$ cat src/rtl/gpio_int_pkg.sv
// Shared types and widths for the interrupt-acknowledge block and its vector FIFO.
package gpio_int_pkg;

  localparam int CODE_W = 7;
  localparam int CNT_W  = 4;

  typedef enum logic [1:0] {
    ST_IDLE = 2'd0,
    ST_DLY  = 2'd1,
    ST_ACK  = 2'd2,
    ST_GAP  = 2'd3
  } state_e;

endpackage

$ cat src/rtl/gpio_int_vfifo.sv
// Show-ahead vector FIFO. The head reads as zero while the FIFO is empty.
module gpio_int_vfifo #(
  parameter int DEPTH = 4,
  parameter int WIDTH = 7
) (
  input  logic                     clk_i,
  input  logic                     rst_ni,
  input  logic                     push_i,
  input  logic [WIDTH-1:0]         data_i,
  input  logic                     pop_i,
  output logic [WIDTH-1:0]         head_o,
  output logic [$clog2(DEPTH):0]   count_o,
  output logic                     full_o,
  output logic                     empty_o
);

  localparam int PTR_W = $clog2(DEPTH);
  localparam logic [PTR_W:0] FULL_CNT = (PTR_W+1)'(DEPTH);

  logic [WIDTH-1:0] mem_q [DEPTH];
  logic [PTR_W-1:0] wr_ptr_q, wr_ptr_d;
  logic [PTR_W-1:0] rd_ptr_q, rd_ptr_d;
  logic [PTR_W:0]   cnt_q, cnt_d;
  logic             do_push, do_pop;

  assign full_o  = (cnt_q == FULL_CNT);
  assign empty_o = (cnt_q == '0);
  assign do_push = push_i & ~full_o;
  assign do_pop  = pop_i & ~empty_o;
  assign count_o = cnt_q;
  assign head_o  = empty_o ? '0 : mem_q[rd_ptr_q];

  // Pointers are exactly log2(DEPTH) bits, so the increment wraps on its own.
  always_comb begin
    wr_ptr_d = wr_ptr_q;
    rd_ptr_d = rd_ptr_q;
    cnt_d    = cnt_q;
    if (do_push) wr_ptr_d = wr_ptr_q + PTR_W'(1);
    if (do_pop)  rd_ptr_d = rd_ptr_q + PTR_W'(1);
    case ({do_push, do_pop})
      2'b10:   cnt_d = cnt_q + (PTR_W+1)'(1);
      2'b01:   cnt_d = cnt_q - (PTR_W+1)'(1);
      default: cnt_d = cnt_q;
    endcase
  end

  always_ff @(posedge clk_i or negedge rst_ni) begin
    if (!rst_ni) begin
      wr_ptr_q <= '0;
      rd_ptr_q <= '0;
      cnt_q    <= '0;
    end else begin
      wr_ptr_q <= wr_ptr_d;
      rd_ptr_q <= rd_ptr_d;
      cnt_q    <= cnt_d;
    end
  end

  always_ff @(posedge clk_i) begin
    if (do_push) mem_q[wr_ptr_q] <= data_i;
  end

endmodule

$ cat src/rtl/gpio_int_ack.sv
// Interrupt acknowledge sequencer: answers INTR with a one-cycle INTA_N pulse
// after a programmable delay and queues the returned vector codes.
module gpio_int_ack
  import gpio_int_pkg::*;
#(
  parameter int FIFO_DEPTH = 4,
  parameter int ACK_DLY    = 1
) (
  input  logic                          clk_cpu,
  input  logic                          rstn_cpu,
  input  logic                          INTR,
  input  logic [CODE_W-1:0]             INT_CODE,
  output logic                          INTA_N,
  input  logic                          ack_en,
  output logic                          vec_valid,
  output logic [CODE_W-1:0]             vec_code,
  input  logic                          vec_ready,
  output logic [$clog2(FIFO_DEPTH):0]   pend_cnt,
  output logic                          spur_flag,
  input  logic                          spur_clr,
  output logic                          busy
);

  // Consumer handshake: an entry is popped on every clk_cpu edge where
  // vec_valid and vec_ready are both high; vec_code holds while vec_ready is low.

  state_e           state_q, state_d;
  logic [CNT_W-1:0] dly_q, dly_d;
  logic             inta_n_q, inta_n_d;
  logic             spur_q, spur_d;
  logic             push, spur_set;
  logic             fifo_full, fifo_empty;

  always_comb begin
    state_d  = state_q;
    dly_d    = dly_q;
    push     = 1'b0;
    spur_set = 1'b0;
    case (state_q)
      ST_IDLE: begin
        // A full FIFO blocks new acknowledges, so a push can never overflow.
        if (INTR && ack_en && !fifo_full) begin
          if (ACK_DLY == 0) begin
            state_d = ST_ACK;
          end else begin
            state_d = ST_DLY;
            dly_d   = CNT_W'(ACK_DLY - 1);
          end
        end
      end
      ST_DLY: begin
        if (!INTR) begin
          state_d  = ST_IDLE;
          spur_set = 1'b1;
        end else if (!ack_en) begin
          state_d = ST_IDLE;
        end else if (dly_q == '0) begin
          state_d = ST_ACK;
        end else begin
          dly_d = dly_q - CNT_W'(1);
        end
      end
      ST_ACK: begin
        state_d = ST_GAP;
        if (INTR) push = 1'b1;
        else      spur_set = 1'b1;
      end
      ST_GAP:  state_d = ST_IDLE;
      default: state_d = ST_IDLE;
    endcase
    inta_n_d = (state_d != ST_ACK);
    spur_d   = spur_set ? 1'b1 : (spur_clr ? 1'b0 : spur_q);
  end

  always_ff @(posedge clk_cpu or negedge rstn_cpu) begin
    if (!rstn_cpu) begin
      state_q  <= ST_IDLE;
      dly_q    <= '0;
      inta_n_q <= 1'b1;
      spur_q   <= 1'b0;
    end else begin
      state_q  <= state_d;
      dly_q    <= dly_d;
      inta_n_q <= inta_n_d;
      spur_q   <= spur_d;
    end
  end

  gpio_int_vfifo #(
    .DEPTH (FIFO_DEPTH),
    .WIDTH (CODE_W)
  ) u_vfifo (
    .clk_i   (clk_cpu),
    .rst_ni  (rstn_cpu),
    .push_i  (push),
    .data_i  (INT_CODE),
    .pop_i   (vec_ready),
    .head_o  (vec_code),
    .count_o (pend_cnt),
    .full_o  (fifo_full),
    .empty_o (fifo_empty)
  );

  assign INTA_N    = inta_n_q;
  assign vec_valid = ~fifo_empty;
  assign spur_flag = spur_q;
  assign busy      = (state_q != ST_IDLE);

endmodule

$ cat config.mk
export PLATFORM = sky130hd
export DESIGN_NAME = gpio_int_ack
export DESIGN_NICKNAME = d
export VERILOG_FILES = /design/src/rtl/gpio_int_pkg.sv /design/src/rtl/gpio_int_vfifo.sv /design/src/rtl/gpio_int_ack.sv
export SDC_FILE = /design/constraint.sdc
export NUM_CORES = 1
export LEC_CHECK = 0
export ABC_AREA = 1
export BUFFER_PORTS_ARGS = -buffer_cell sky130_fd_sc_hd__buf_4
export CAP_MARGIN = 10
export CORE_MARGIN = 2
export CORE_UTILIZATION = 61
export DETAILED_ROUTE_END_ITERATION = 12
export GPL_TIMING_DRIVEN = 0
export MAX_ROUTING_LAYER = met4
export PLACE_DENSITY_LB_ADDON = 0.08
export SLEW_MARGIN = 20
export SYNTH_ARGS = -nofsm -noshare
export SYNTH_HDL_FRONTEND = slang
export SYNTH_HIERARCHICAL = 1
export SYNTH_SLANG_ARGS = --single-unit
export TNS_END_PERCENT = 20
$ cat constraint.sdc
create_clock -name clk_cpu -period 5.07 [get_ports clk_cpu]
set_clock_uncertainty 0.15 [all_clocks]
set_input_delay 1.014 -clock clk_cpu [delete_from_list [all_inputs] [get_ports clk_cpu]]
set_output_delay 1.014 -clock clk_cpu [all_outputs]
set_load 0.1 [all_outputs]
# Word level (Yosys, flattened, before mapping)
# Memories as Yosys holds them, arrays and structs flattened.
# Cells that the tools add are included.
[op_classes] n_addsub=5 eq_ne=11 muxes=20 bitwise=4 reduce_logical=12
[ops] cell="4-bit 2-to-1 mux" count=4
[ops] cell="2-bit != test, second input constant" count=5
[ops] cell="1-bit 2-to-1 mux" count=8
[ops] cell="2-bit 2-to-1 mux" count=4
[ops] cell="2-bit case mux with 4 select lines" count=1
[ops] cell="4-bit case mux with 2 select lines" count=1
[ops] cell="2-bit nonzero test" count=4
[ops] cell="7-bit 2-to-1 mux" count=1
[ops] cell="2-bit == test, second input constant" count=3
[ops] cell="3-bit case mux with 2 select lines" count=1
[ops] cell="5-bit AND reduction" count=1
[ops] cell="2-bit by 1-bit adder with 2-bit output, second input constant" count=2
[ops] cell="2-bit by 1-bit == test with 1-bit output, second input constant" count=2
[ops] cell="4-bit zero test" count=1
[ops] cell="4-bit by 1-bit subtractor with 4-bit output, second input constant" count=1
[ops] cell="3-bit by 1-bit adder with 3-bit output, second input constant" count=1
[ops] cell="3-bit == test, second input constant" count=1
[ops] cell="3-bit zero test" count=1
[ops] cell="3-bit by 1-bit subtractor with 3-bit output, second input constant" count=1
[ops] cell="1-bit AND" count=2
[ops] cell="1-bit logical AND" count=2
[ops] cell="2-bit zero test" count=1
[ops] cell="1-bit NOT" count=2
[ops] cell="2-bit OR reduction" count=1
[ops] cell="1-bit zero test" count=1
[word_totals] reg_bits=15 ramBits=28 in_bits=13 out_inout_bits=14 word_cells=60 n_memories=1
[mem_list] name="u_vfifo.mem_q" depth=4 word_bits=7 rd=1 rd_ports_with_merged_regs=0 wr=1 line_no="gpio_int_vfifo.sv:20" text="logic [WIDTH-1:0] mem_q [DEPTH];"

# Depth between registers and ports, before layout
# Gate-level depths: netlist of the first run.
[logic_depth] word_depth=6 ltp_mapped=13 ltp_nobuf=13

# By module
# Netlist of the first run, hierarchy kept.
[modules_own_cells] mod="gpio_int_vfifo" instances=1 cells_per_inst=168 area_per_inst_um2=1656.6 seq_area_each_um2=1016.0
[modules_own_cells] mod="gpio_int_ack" instances=1 cells_per_inst=69 area_per_inst_um2=526.8 seq_area_each_um2=201.4

# Least setup slack after synthesis of the first run
# OpenSTA, ideal clock, no wires.
[synth_path] kind="reg2out" from="register u_vfifo.cnt_q[1] (netlist: u_vfifo/count_o[1])" to="output vec_code[0]" arrival_time_ps=2940 t_required_ps=3906 setup_slack_ps=966 stages_incl_launch_ff=5 n_path_buf=0 path_cell_list="dfrtp_1 > inv_1 > nand3_2 > clkinv_1 > a21oi_1"
[synth_via] elab_chain_len=2
[synth_lines] element="from (decl)" line_no="gpio_int_vfifo.sv:23" text="logic [PTR_W:0] cnt_q, cnt_d;"
[synth_lines] element="from (signal assigned)" line_no="gpio_int_vfifo.sv:55" text="cnt_q <= cnt_d;"
[synth_lines] element="3-bit zero test" line_no="gpio_int_vfifo.sv:27" text="assign empty_o = (cnt_q == '0);"
[synth_lines] element="net fifo_empty" line_no="gpio_int_ack.sv:32" text="logic fifo_full, fifo_empty;"
[synth_lines] element="7-bit 2-to-1 mux" line_no="gpio_int_vfifo.sv:31" text="assign head_o = empty_o ? '0 : mem_q[rd_ptr_q];"
[synth_lines] element="to (decl)" line_no="gpio_int_ack.sv:16" text="output logic [CODE_W-1:0] vec_code,"
# The timed path passes the listed nets, and every way through them passes these cells.

# Worst setup path after layout of the first run
[layout_path] from="register u_vfifo.rd_ptr_q[1]" to="output vec_code[1]"
[layout_via] elab_chain_len=2
[layout_lines] element="from (decl)" line_no="gpio_int_vfifo.sv:22" text="logic [PTR_W-1:0] rd_ptr_q, rd_ptr_d;"
[layout_lines] element="from (signal assigned)" line_no="gpio_int_vfifo.sv:54" text="rd_ptr_q <= rd_ptr_d;"
[layout_lines] element="memory 4 x 7 bit"
[layout_lines] element="7-bit 2-to-1 mux" line_no="gpio_int_vfifo.sv:31"
# Every way passes these cells.

==> summary.md, run 1 <==
| Metric | Value |
|---|---|
| Max Clock Freq | `338 MHz` |
| DIE HEIGHT | `63.8 um` |
| EDFF count, synth | `28` |
| # setup viols final | `0` |
| Root buffer cell | `clkbuf_4` |
| RSZ-0062 raised after global routing | `false` |
| Fin crit period | `2960 ps` |
| FP Rows | `21` |
| Maximum capacitance violations | `0` |
| Sink Count | `43` |
| Post-Syn Nets | `262` |
| H-tree depth | `2` |
| Post-cts sizing count | `0` |
| DR DRC count | `0` |
| Worst skew pair latency | `350 ps` |
| Setup TNS | `0 ps` |
| Synth Register Bits | `43` |
| Reg2reg path depth | `12` |
| Fin crit share | `0.584` |
| Ys Warns | `6` |
| CTS Buf Count | `5` |
| Flop-to-flop setup slack | `2870 ps` |
| Worst slew pin tran | `738 ps` |
| Initial DRC Count | `92` |
| Initial antenna violation count | `0` |
| Die Wd | `63.8 um` |
| Setup crit end kind | `primary output` |
| Setup bufs post-CTS | `0` |
| Ratio of cells with drive above 1 in the final layout | `0.181` |
| Post-synth top flop | `edfxtp_1` |
| N_diodes | `0` |
| Number of global-route vias before repair | `1,486` |
| # port buffers | `26` |
| WL/cell | `12.2 um` |
| Top post-synthesis cells by area | `edfxtp_1, dfrtp_1, nand2_1, inv_1, ha_1` |
| CP Data Arrival Time | `1800 ps` |
| Initial core utilization | `0.644` |
| Min-Delay Path Class | `in2async` |
| Crit path launch type | `register` |
| DP HPWL | `2.69 mm` |
| Largest net degree at the start of global routing | `16` |
| Grt total ovfl | `0` |
| CTS tree | `built` |
| ANT nets after route | `0` |
| Area leader, netlist | `edfxtp_1` |
| Crit path max fanout | `10` |
| CTS clk-pin slew, worst paths | `120 ps` |
| Count leader, synth | `nand2_1` |
| Slew headroom | `0.507` |
| Drt via density | `4.84` |
| Synthesized cell area | `2180 sq um` |
| Worst EP required | `3910 ps` |
| Die area | `4070 sq um` |
| Outcome | `complete, no violations` |
| Via count | `1,534` |
| Final hold vios | `0` |
| Clock tree buffer depth | `2` |
| First drt pass iteration count | `4` |
| Tot GR Track Use | `0.220` |
| First-pass GRT wire length | `6.42 mm` |
| Post-Syn Area per Cell | `9.21 sq um` |
| Synth cell count leaders | `nand2_1, inv_1, edfxtp_1` |
| Post-Route WL | `3.86 mm` |
| Top-area cell type share of the netlist area | `0.385` |
| Final Wtd Congestion | `0.773` |
| Core region area | `3390 sq um` |
| Hold buffers post-CTS | `0` |
| Area growth, synth to finish | `16.2%` |
| Yosys cell types | `29` |
| Nets | `295` |
| Post-synthesis instance total | `237` |
| I/O pin count | `27` |
| Fin. max-slew vios | `0` |
| Register area share after synthesis | `0.558` |
| Setup CP Type | `reg2out` |
| Synth async-reset ratio | `0.349` |
[through the flow]
| step | worst slack [ps] | hold WS, ps | cells | util | instance area (sq um) |
|---|---|---|---|---|---|
| 2_1_floorplan | 966 | 309 | 237 | - | 2180 |
| 3_3_place_gp | 2450 | 325 | 309 | 0.719 | 2440 |
| 3_5_place_dp | 2420 | 336 | 309 | 0.719 | 2440 |
| 4_1_cts | 2100 | 336 | 317 | 0.749 | 2540 |
| 5_1_grt | 2020 | 334 | 317 | 0.749 | 2540 |
| 6_report | 2110 | 341 | 317 | 0.749 | 2540 |
[worst max-delay path: stages (launching register included)]
cell and delay, ps:
dfrtp_1 380, buf_2 200, inv_1 250, nand3_1 120
a21oi_1 180, buf_4 320
[layer usage]
| metal | global-route usage | wire length [um] | up-vias | part of all wire |
|---|---|---|---|---|
| met5 | - | 0 | - | 0 |
| met4 | 0.111 | 73 | 0 | 0.019 |
| met3 | 0.0423 | 135 | 5 | 0.035 |
| met2 | 0.350 | 1850 | 23 | 0.48 |
| met1 | 0.267 | 1800 | 707 | 0.47 |
| li1 | - | - | 799 | - |
[final timing paths]
kind | to | start
max | vec_code[1] | u_vfifo/rd_ptr_q[1]
min | u_vfifo/wr_ptr_q[0] | rstn_cpu
max reg2reg | u_vfifo/count_o[2] | state_q[0]
min reg2reg | dly_q[0] | dly_q[0]
max in group asynchronous | INTA_N | rstn_cpu
min in group clk_cpu | dly_q[0] | dly_q[0]
[cell usage in the layout (no fill, tap or decap), drive strengths merged, types with 6 or more instances in the layout]
| cell type | count |
|---|---|
| inv | 57 |
| dfrtp | 14 |
| edfxtp | 28 |
| buf | 30 |
| nand2 | 63 |
| a21oi | 8 |
| ha | 11 |
| nor2 | 8 |
| clkbuf | 6 |
| nand3 | 26 |
| o21ai | 6 |
[registers in the layout (all words and copies together) (netlist names)]
register	flops
u_vfifo/count_o	3
u_vfifo/mem_q	28
state_q	2
u_vfifo/wr_ptr_q	2
INTA_N	1
u_vfifo/rd_ptr_q	2
spur_flag	1
dly_q	4
[cells by family (layout without fill, tap and decap cells)]
group	Yosys count	count (layout)	synth area share
AND/OR/NAND/NOR	101	101	0.203
AO/OA/AOI/OAI	16	16	0.0401
adder cells (fa/ha/maj)	12	12	0.0722
flip-flops	43	43	0.558
XOR/XNOR	2	2	0.00802
buffers and inverters	63	97	0.119
[cell type report]
class	count	area, sq um
well taps	46	57.6
inverters	59	224
plain buffers	4	35.0
clock buffers	6	41.3
flip-flops and latches	43	1220
multi-input cells	131	707
fillers	237	852
clock inverters	2	60.1
repair buffers	26	195
Power of run 1 is left out: the tool's default activity adds up to more than one toggle a clock period on the data nets, which glitch-free logic cannot reach.
==> run 2, diff against run 1 <==
--- a/config.mk
+++ b/config.mk
@@ -9,7 +9,7 @@
 export BUFFER_PORTS_ARGS = -buffer_cell sky130_fd_sc_hd__buf_4
 export CAP_MARGIN = 10
 export CORE_MARGIN = 2
-export CORE_UTILIZATION = 61
+export CORE_UTILIZATION = 52
 export DETAILED_ROUTE_END_ITERATION = 12
 export GPL_TIMING_DRIVEN = 0
 export MAX_ROUTING_LAYER = met4
==> constraint.sdc (replaced) <==
create_clock -name clk_cpu -period 2.4 [get_ports clk_cpu]
set_clock_uncertainty 0.15 [all_clocks]
set_input_delay 0.48 -clock clk_cpu [delete_from_list [all_inputs] [get_ports clk_cpu]]
set_output_delay 0.48 -clock clk_cpu [all_outputs]
set_load 0.1 [all_outputs]
==> run 2 against run 1 <==
Final cell count increased by 1.6%. Utilization fell by 7.7 points. First-iteration DRC count shrank 36%. Via count hardly changed. Non-clock buffer count rose by 1. Cell area up 6.7%. Highest routed layer unchanged. Critical endpoint is now vec_valid. Global-route usage shrank 2.5 points. Setup slack worse by 2000 ps. Hold slack worse by 130 ps. Critical path depth stayed put. Count of clock-buffer cells in the layout stayed put.
==> summary.md, run 2 (synthesized netlist as in run 1, its figures left out) <==
| Metric | Value |
|---|---|
| Outcome | `complete, no violations` |
| Die Wd | `68.8 um (+7.8%)` |
| Final hold vios | `0 (unchanged)` |
| Crit path launch type | `register` |
| I/O pin count | `27 (unchanged)` |
| Critical Path, Cell by Cell | `inv_1, nand3_2, clkinv_2, clkinvlp_4, buf_4` |
| Slew headroom | `0.484 (-0.0229)` |
| CP Data Arrival Time | `1670 ps (-130 ps)` |
| CTS tree | `built` |
| Crit path max fanout | `8 (-2)` |
| Nets | `296 (+0.34%)` |
| # port buffers | `26 (unchanged)` |
| Fill cells | `337 (+42%)` |
| CTS Buf Count | `5 (unchanged)` |
| Setup CP Type | `reg2out` |
| Initial antenna violation count | `0 (unchanged)` |
| Inst Count DP | `313 (+1.3%)` |
| Max FFs per register | `28 (unchanged)` |
| Post-Route WL | `4.07 mm (+5.4%)` |
| Slowest cell on crit path | `dfrtp_4` |
| CP startpoint | `u_vfifo/count_o[1]` |
| Hold Path Origin | `spur_clr` |
| Initial DRC Count | `59 (-36%)` |
| Crit path buffers/inverters | `4 (+1)` |
| Worst EP required | `1770 ps (-2140 ps)` |
| Final Wtd Congestion | `0.758 (-1.9%)` |
| First-pass GRT wire length | `6.29 mm (-1.9%)` |
| CTS clk-pin slew, worst paths | `80 ps (-40 ps)` |
| Fin crit share | `0.957` |
| ANT nets after route | `0 (unchanged)` |
| Initial core utilization | `0.542 (-0.102)` |
| Min-Delay Path Class | `in2reg` |
| Pre-CTS WS | `168 ps (-2250 ps)` |
| Grt total ovfl | `0 (unchanged)` |
| Worst skew pair latency | `290 ps (-60 ps)` |
| First drt pass iteration count | `7 (+3)` |
| Max Clock Freq | `436 MHz` |
| Fin. max-slew vios | `0 (unchanged)` |
| Sink Count | `43 (unchanged)` |
| Hold Slack | `213 ps (-128 ps)` |
| Number of global-route vias before repair | `1,409 (-5.2%)` |
| Worst r2r src | `u_vfifo/count_o[1]` |
| Fin crit period | `2300 ps` |
| Clock tree buffer depth | `2 (unchanged)` |
| DP HPWL | `2.83 mm (+4.9%)` |
| Ratio of cells with drive above 1 in the final layout | `0.232 (+0.0508)` |
| FP Rows | `23 (+9.5%)` |
| Flip-flop and latch area | `1220 sq um (+0.51%)` |
| Area of the multi-input gates | `788 sq um (+12%)` |
| Finished Layout Cells | `322 (+1.6%)` |
| Highest-count cells in the layout ignoring fill and taps | `nand2_1, inv_1, edfxtp_1` |
| Die area | `4730 sq um (+16%)` |
| Setup WS post-layout | `104 ps (-2000 ps)` |
| H-tree depth | `2 (unchanged)` |
| Maximum capacitance violations | `0 (unchanged)` |
| Via count | `1,535 (+0.065%)` |
| Worst slew pin tran | `772 ps (+34.2 ps)` |
| Drt via density | `4.77 (-1.5%)` |
| Largest net degree at the start of global routing | `16 (unchanged)` |
| Area growth, synth to finish | `24.0%` |
| Root buffer cell | `clkbuf_8` |
| Largest reg by FF count | `u_vfifo/mem_q` |
| Setup crit end kind | `primary output` |
| Top Family by Delay on Critical Path | `buffers and inverters` |
| # setup viols final | `0 (unchanged)` |
| WL/cell | `12.6 um (+3.8%)` |
| Commonest non-fill, non-tap cell in the layout | `nand2_1` |
| DR DRC count | `0 (unchanged)` |
| DIE HEIGHT | `68.8 um (+7.8%)` |
| N_diodes | `0 (unchanged)` |
| Core region area | `4030 sq um (+19%)` |
| CP max stage delay | `480 ps (+100 ps)` |
| Tot GR Track Use | `0.194 (-0.0252)` |
## run 2: cell count changes in the layout (fill, tap and decap cells not counted), sizes merged
cell and change:
dlygate4sd3 +1, inv -2, clkinvlp +2
## run 2: through the flow
step | util | area (sq um) | TNS, ps
after floorplan | - | 2270 | 0
after global placement | 0.628 | 2530 | 0
after detailed placement | 0.628 | 2530 | 0
after CTS | 0.664 | 2670 | 0
after global routing | 0.672 | 2710 | -7.59
final | 0.672 | 2710 | 0
## run 2: path summary, 6_finish.rpt
check                                          end  slack [ps]  cells past startpoint
worst max-delay path                     vec_valid         100                      5
worst min-delay path                     spur_flag         210                      2
worst max register to register  u_vfifo/count_o[2]         190                     10
worst min register to register  u_vfifo/count_o[0]         360                      1
max in group asynchronous                   INTA_N        1430                      2
min in group asynchronous               state_q[1]         430                      2
## run 2: routing by layer
layer	track usage	vias to the layer above	share of wire
met4	0.0833	0	0.014
met5	-	-	0
met2	0.328	20	0.52
li1	-	797	-
met3	0.0422	6	0.029
met1	0.224	712	0.44
## run 2: worst reg2reg max path, delay by kind of cell (launching register included)
kind / cells / cell delay (ps)
buf+inv: 2 / 200
simple gates: 6 / 720
flops: 1 / 480
fa+ha+maj: 2 / 560
## run 2: final cells by class
cell class              count  area share
clock inverters             2      0.0222
clock buffers               6      0.0268
flip-flops and latches     43       0.452
plain buffers               4      0.0129
inverters                  59      0.0860
multi-input cells         131       0.291
well taps                  50      0.0231
repair buffers             27      0.0855
## run 2: timing repair
action	CTS	global route
gates resized for setup	0	9
endpoints found under the hold margin	14	0
setup endpoints to repair	0	8
hold buffers	1	0
buffers inserted	0	0
Power of run 2 is left out for the same reason.
==> run 3, diff against run 2 <==
--- a/config.mk
+++ b/config.mk
@@ -5,11 +5,10 @@
 export SDC_FILE = /design/constraint.sdc
 export NUM_CORES = 1
 export LEC_CHECK = 0
-export ABC_AREA = 1
 export BUFFER_PORTS_ARGS = -buffer_cell sky130_fd_sc_hd__buf_4
 export CAP_MARGIN = 10
 export CORE_MARGIN = 2
-export CORE_UTILIZATION = 52
+export CORE_UTILIZATION = 51
 export DETAILED_ROUTE_END_ITERATION = 12
 export GPL_TIMING_DRIVEN = 0
 export MAX_ROUTING_LAYER = met4
==> run 3 against run 2 <==
Flip-flop and latch count did not move. Synthesized cell count shrank 41%. Final cell count down 30%. Critical endpoint is now vec_code[5]. Highest routed layer unchanged.
==> summary.md, run 3 <==
| Metric | Value |
|---|---|
| Outcome | `complete, no violations` |
| Post-Route WL | `3.46 mm (-15%)` |
| Yosys cell types | `38 (+31%)` |
| # setup viols final | `0 (unchanged)` |
| DR DRC count | `0 (unchanged)` |
| Die area | `4540 sq um (-4.1%)` |
| Ys Warns | `6 (unchanged)` |
| Core region area | `3940 sq um (-2.1%)` |
| Flip-flop and latch area | `1220 sq um (-0.41%)` |
| Flop-to-flop setup slack | `140 ps (-50 ps)` |
| Crit path max fanout | `9 (+1)` |
| Max Clock Freq | `429 MHz (-1.5%)` |
| I/O pin count | `27 (unchanged)` |
| Synth cell count leaders | `edfxtp_1, inv_1, dfrtp_1` |
| DP HPWL | `2.52 mm (-11%)` |
| ANT nets after route | `0 (unchanged)` |
| Via count | `1,182 (-23%)` |
| Slowest cell on crit path | `mux4_2` |
| Fin crit share | `0.971 (+0.0147)` |
| Synth async-reset ratio | `0.349 (unchanged)` |
| Number of global-route vias before repair | `1,158 (-18%)` |
| N_diodes | `0 (unchanged)` |
| CP startpoint | `u_vfifo/rd_ptr_q[0]` |
| First-pass GRT wire length | `5.58 mm (-11%)` |
| Worst skew pair latency | `290 ps (about the same)` |
| Top-area cell type share of the netlist area | `0.411 (+0.0257)` |
| Hold Path Origin | `spur_clr` |
| Maximum capacitance violations | `0 (unchanged)` |
| Count leader, synth | `edfxtp_1` |
| Initial antenna violation count | `0 (unchanged)` |
| Setup TNS | `0 ps (unchanged)` |
| Highest-count cells in the layout ignoring fill and taps | `edfxtp_1, buf_4, inv_1` |
| Sink Count | `43 (unchanged)` |
| Crit path launch type | `register` |
| Area leader, netlist | `edfxtp_1` |
| Synth Register Bits | `43 (unchanged)` |
| H-tree depth | `2 (unchanged)` |
| Final Wtd Congestion | `0.822 (+8.4%)` |
| Fin. max-slew vios | `0 (unchanged)` |
| CP max stage delay | `490 ps (about the same)` |
| Setup CP Type | `reg2out` |
| CTS tree | `built` |
| Area of the multi-input gates | `773 sq um (-1.9%)` |
| Fill cells | `317 (-5.9%)` |
| WL/cell | `15.4 um (+22%)` |
| Post-synthesis instance total | `140 (-41%)` |
| Area growth, synth to finish | `21.8%` |
| Post-synth top flop | `edfxtp_1` |
| Nets | `199 (-33%)` |
| Fin crit period | `2330 ps (+35.3 ps)` |
| Register area share after synthesis | `0.595 (+0.0372)` |
| Tot GR Track Use | `0.182 (-0.0126)` |
| Initial DRC Count | `52 (-12%)` |
| Slew headroom | `0.727 (+0.244)` |
| Final hold vios | `0 (unchanged)` |
| Worst slew pin tran | `403 ps (-368 ps)` |
| Post-Syn Area per Cell | `14.6 sq um (+59%)` |
| Max FFs per register | `28 (unchanged)` |
| Worst EP required | `1770 ps (about the same)` |
| Hold Slack | `210 ps (-3.83 ps)` |
| Die Wd | `67.4 um (-2.1%)` |
| Synthesized cell area | `2050 sq um (-6.2%)` |
| First drt pass iteration count | `4 (-3)` |
| EDFF count, synth | `28 (unchanged)` |
| DIE HEIGHT | `67.4 um (-2.1%)` |
| Top post-synthesis cells by area | `edfxtp_1, dfrtp_1, mux4_2, ha_1, and2_1` |
| Critical Path, Cell by Cell | `buf_8, mux4_2, and2_1, buf_4` |
| FP Rows | `23 (unchanged)` |
| Initial core utilization | `0.519 (-0.0227)` |
| Setup crit end kind | `primary output` |
| CTS Buf Count | `5 (unchanged)` |
| Worst r2r src | `state_q[1]` |
| # port buffers | `26 (unchanged)` |
| Largest reg by FF count | `u_vfifo/mem_q` |
| Root buffer cell | `clkbuf_8` |
| Min-Delay Path Class | `in2reg` |
| Clock tree buffer depth | `2 (unchanged)` |
| Commonest non-fill, non-tap cell in the layout | `edfxtp_1` |
| Grt total ovfl | `0 (unchanged)` |
| CP Data Arrival Time | `1700 ps (+30 ps)` |
| CTS clk-pin slew, worst paths | `80 ps (about the same)` |
| Largest net degree at the start of global routing | `16 (unchanged)` |
| Post-Syn Nets | `165 (-37%)` |
| Ratio of cells with drive above 1 in the final layout | `0.337 (+0.106)` |
| Drt via density | `5.25 (+10%)` |
| RSZ-0062 raised after global routing | `true` |
[run 3: changes by cell type in the layout (fill, tap and decap cells not counted), sizes merged, moves of 3 or more]
| cell | previous run | this run |
|---|---|---|
| or3 | 0 | 3 |
| a21o | 0 | 3 |
| nand3 | 26 | 1 |
| xor2 | 0 | 3 |
| nor2 | 8 | 2 |
| nor3 | 0 | 5 |
| a21oi | 8 | 2 |
| inv | 55 | 17 |
| o21ai | 6 | 2 |
| mux4 | 0 | 7 |
| and2 | 0 | 13 |
| nor3b | 0 | 3 |
| mux2i | 0 | 3 |
| nand2 | 63 | 3 |
[run 3: layer usage]
metal	part of all wire	up-vias	track usage
met5	0	-	-
met1	0.44	585	0.232
met4	0.016	0	0.0918
met3	0.037	7	0.0350
li1	-	568	-
met2	0.51	22	0.278
[run 3: layout make-up]
cell class | instances | area share
Buffer | 2 | 0.0105
Clock buffer | 5 | 0.0276
Clock inverter | 3 | 0.0191
Inverter | 16 | 0.0241
Multi-Input combinational cell | 78 | 0.310
Sequential cell | 43 | 0.489
Tap cell | 50 | 0.0251
Timing Repair Buffer | 28 | 0.0944
[run 3: kinds of logic (layout without fill, tap and decap cells)]
logic type	Yosys count	count (layout)	share of synthesized area
AO/OA/AOI/OAI	12	12	0.0403
XOR/XNOR	6	6	0.0257
adder cells (fa/ha/maj)	12	12	0.0770
buffers and inverters	19	54	0.0403
flip-flops	43	43	0.595
multiplexers	12	12	0.106
AND/OR/NAND/NOR	36	36	0.116
[run 3: worst paths after layout]
path | end | cells past startpoint
max | vec_code[5] | 4
min | spur_flag | 2
max reg2reg | u_vfifo/count_o[2] | 10
min reg2reg | u_vfifo/count_o[2] | 1
max in group asynchronous | INTA_N | 2
min in group asynchronous | dly_q[1] | 2
[run 3: through the flow]
| step | utilization | std cells | area, sq um | worst slack [ps] |
|---|---|---|---|---|
| finish | 0.632 | 225 | 2490 | 68.7 |
| global placement | 0.585 | 216 | 2310 | 60.5 |
| floorplan | - | 140 | 2050 | -280 |
| global route | 0.632 | 225 | 2490 | -15.0 |
| CTS | 0.622 | 225 | 2450 | 8.63 |
| detailed placement | 0.585 | 216 | 2310 | -67.7 |
[run 3: repair_timing]
action,in CTS,in global routing
hold buffers,1,0
buffers inserted,1,0
hold endpoints to repair,14,0
gates resized for setup,4,11
pin swaps,1,2
endpoints found under the setup margin,8,8
[run 3: worst max-delay path, delay by kind of cell, from the launching register on]
family | cells | cell delay (ps)
simple gates | 1 | 170
buf+inv | 2 | 390
mux | 1 | 490
flops | 1 | 370
Power of run 3 is left out for the same reason.
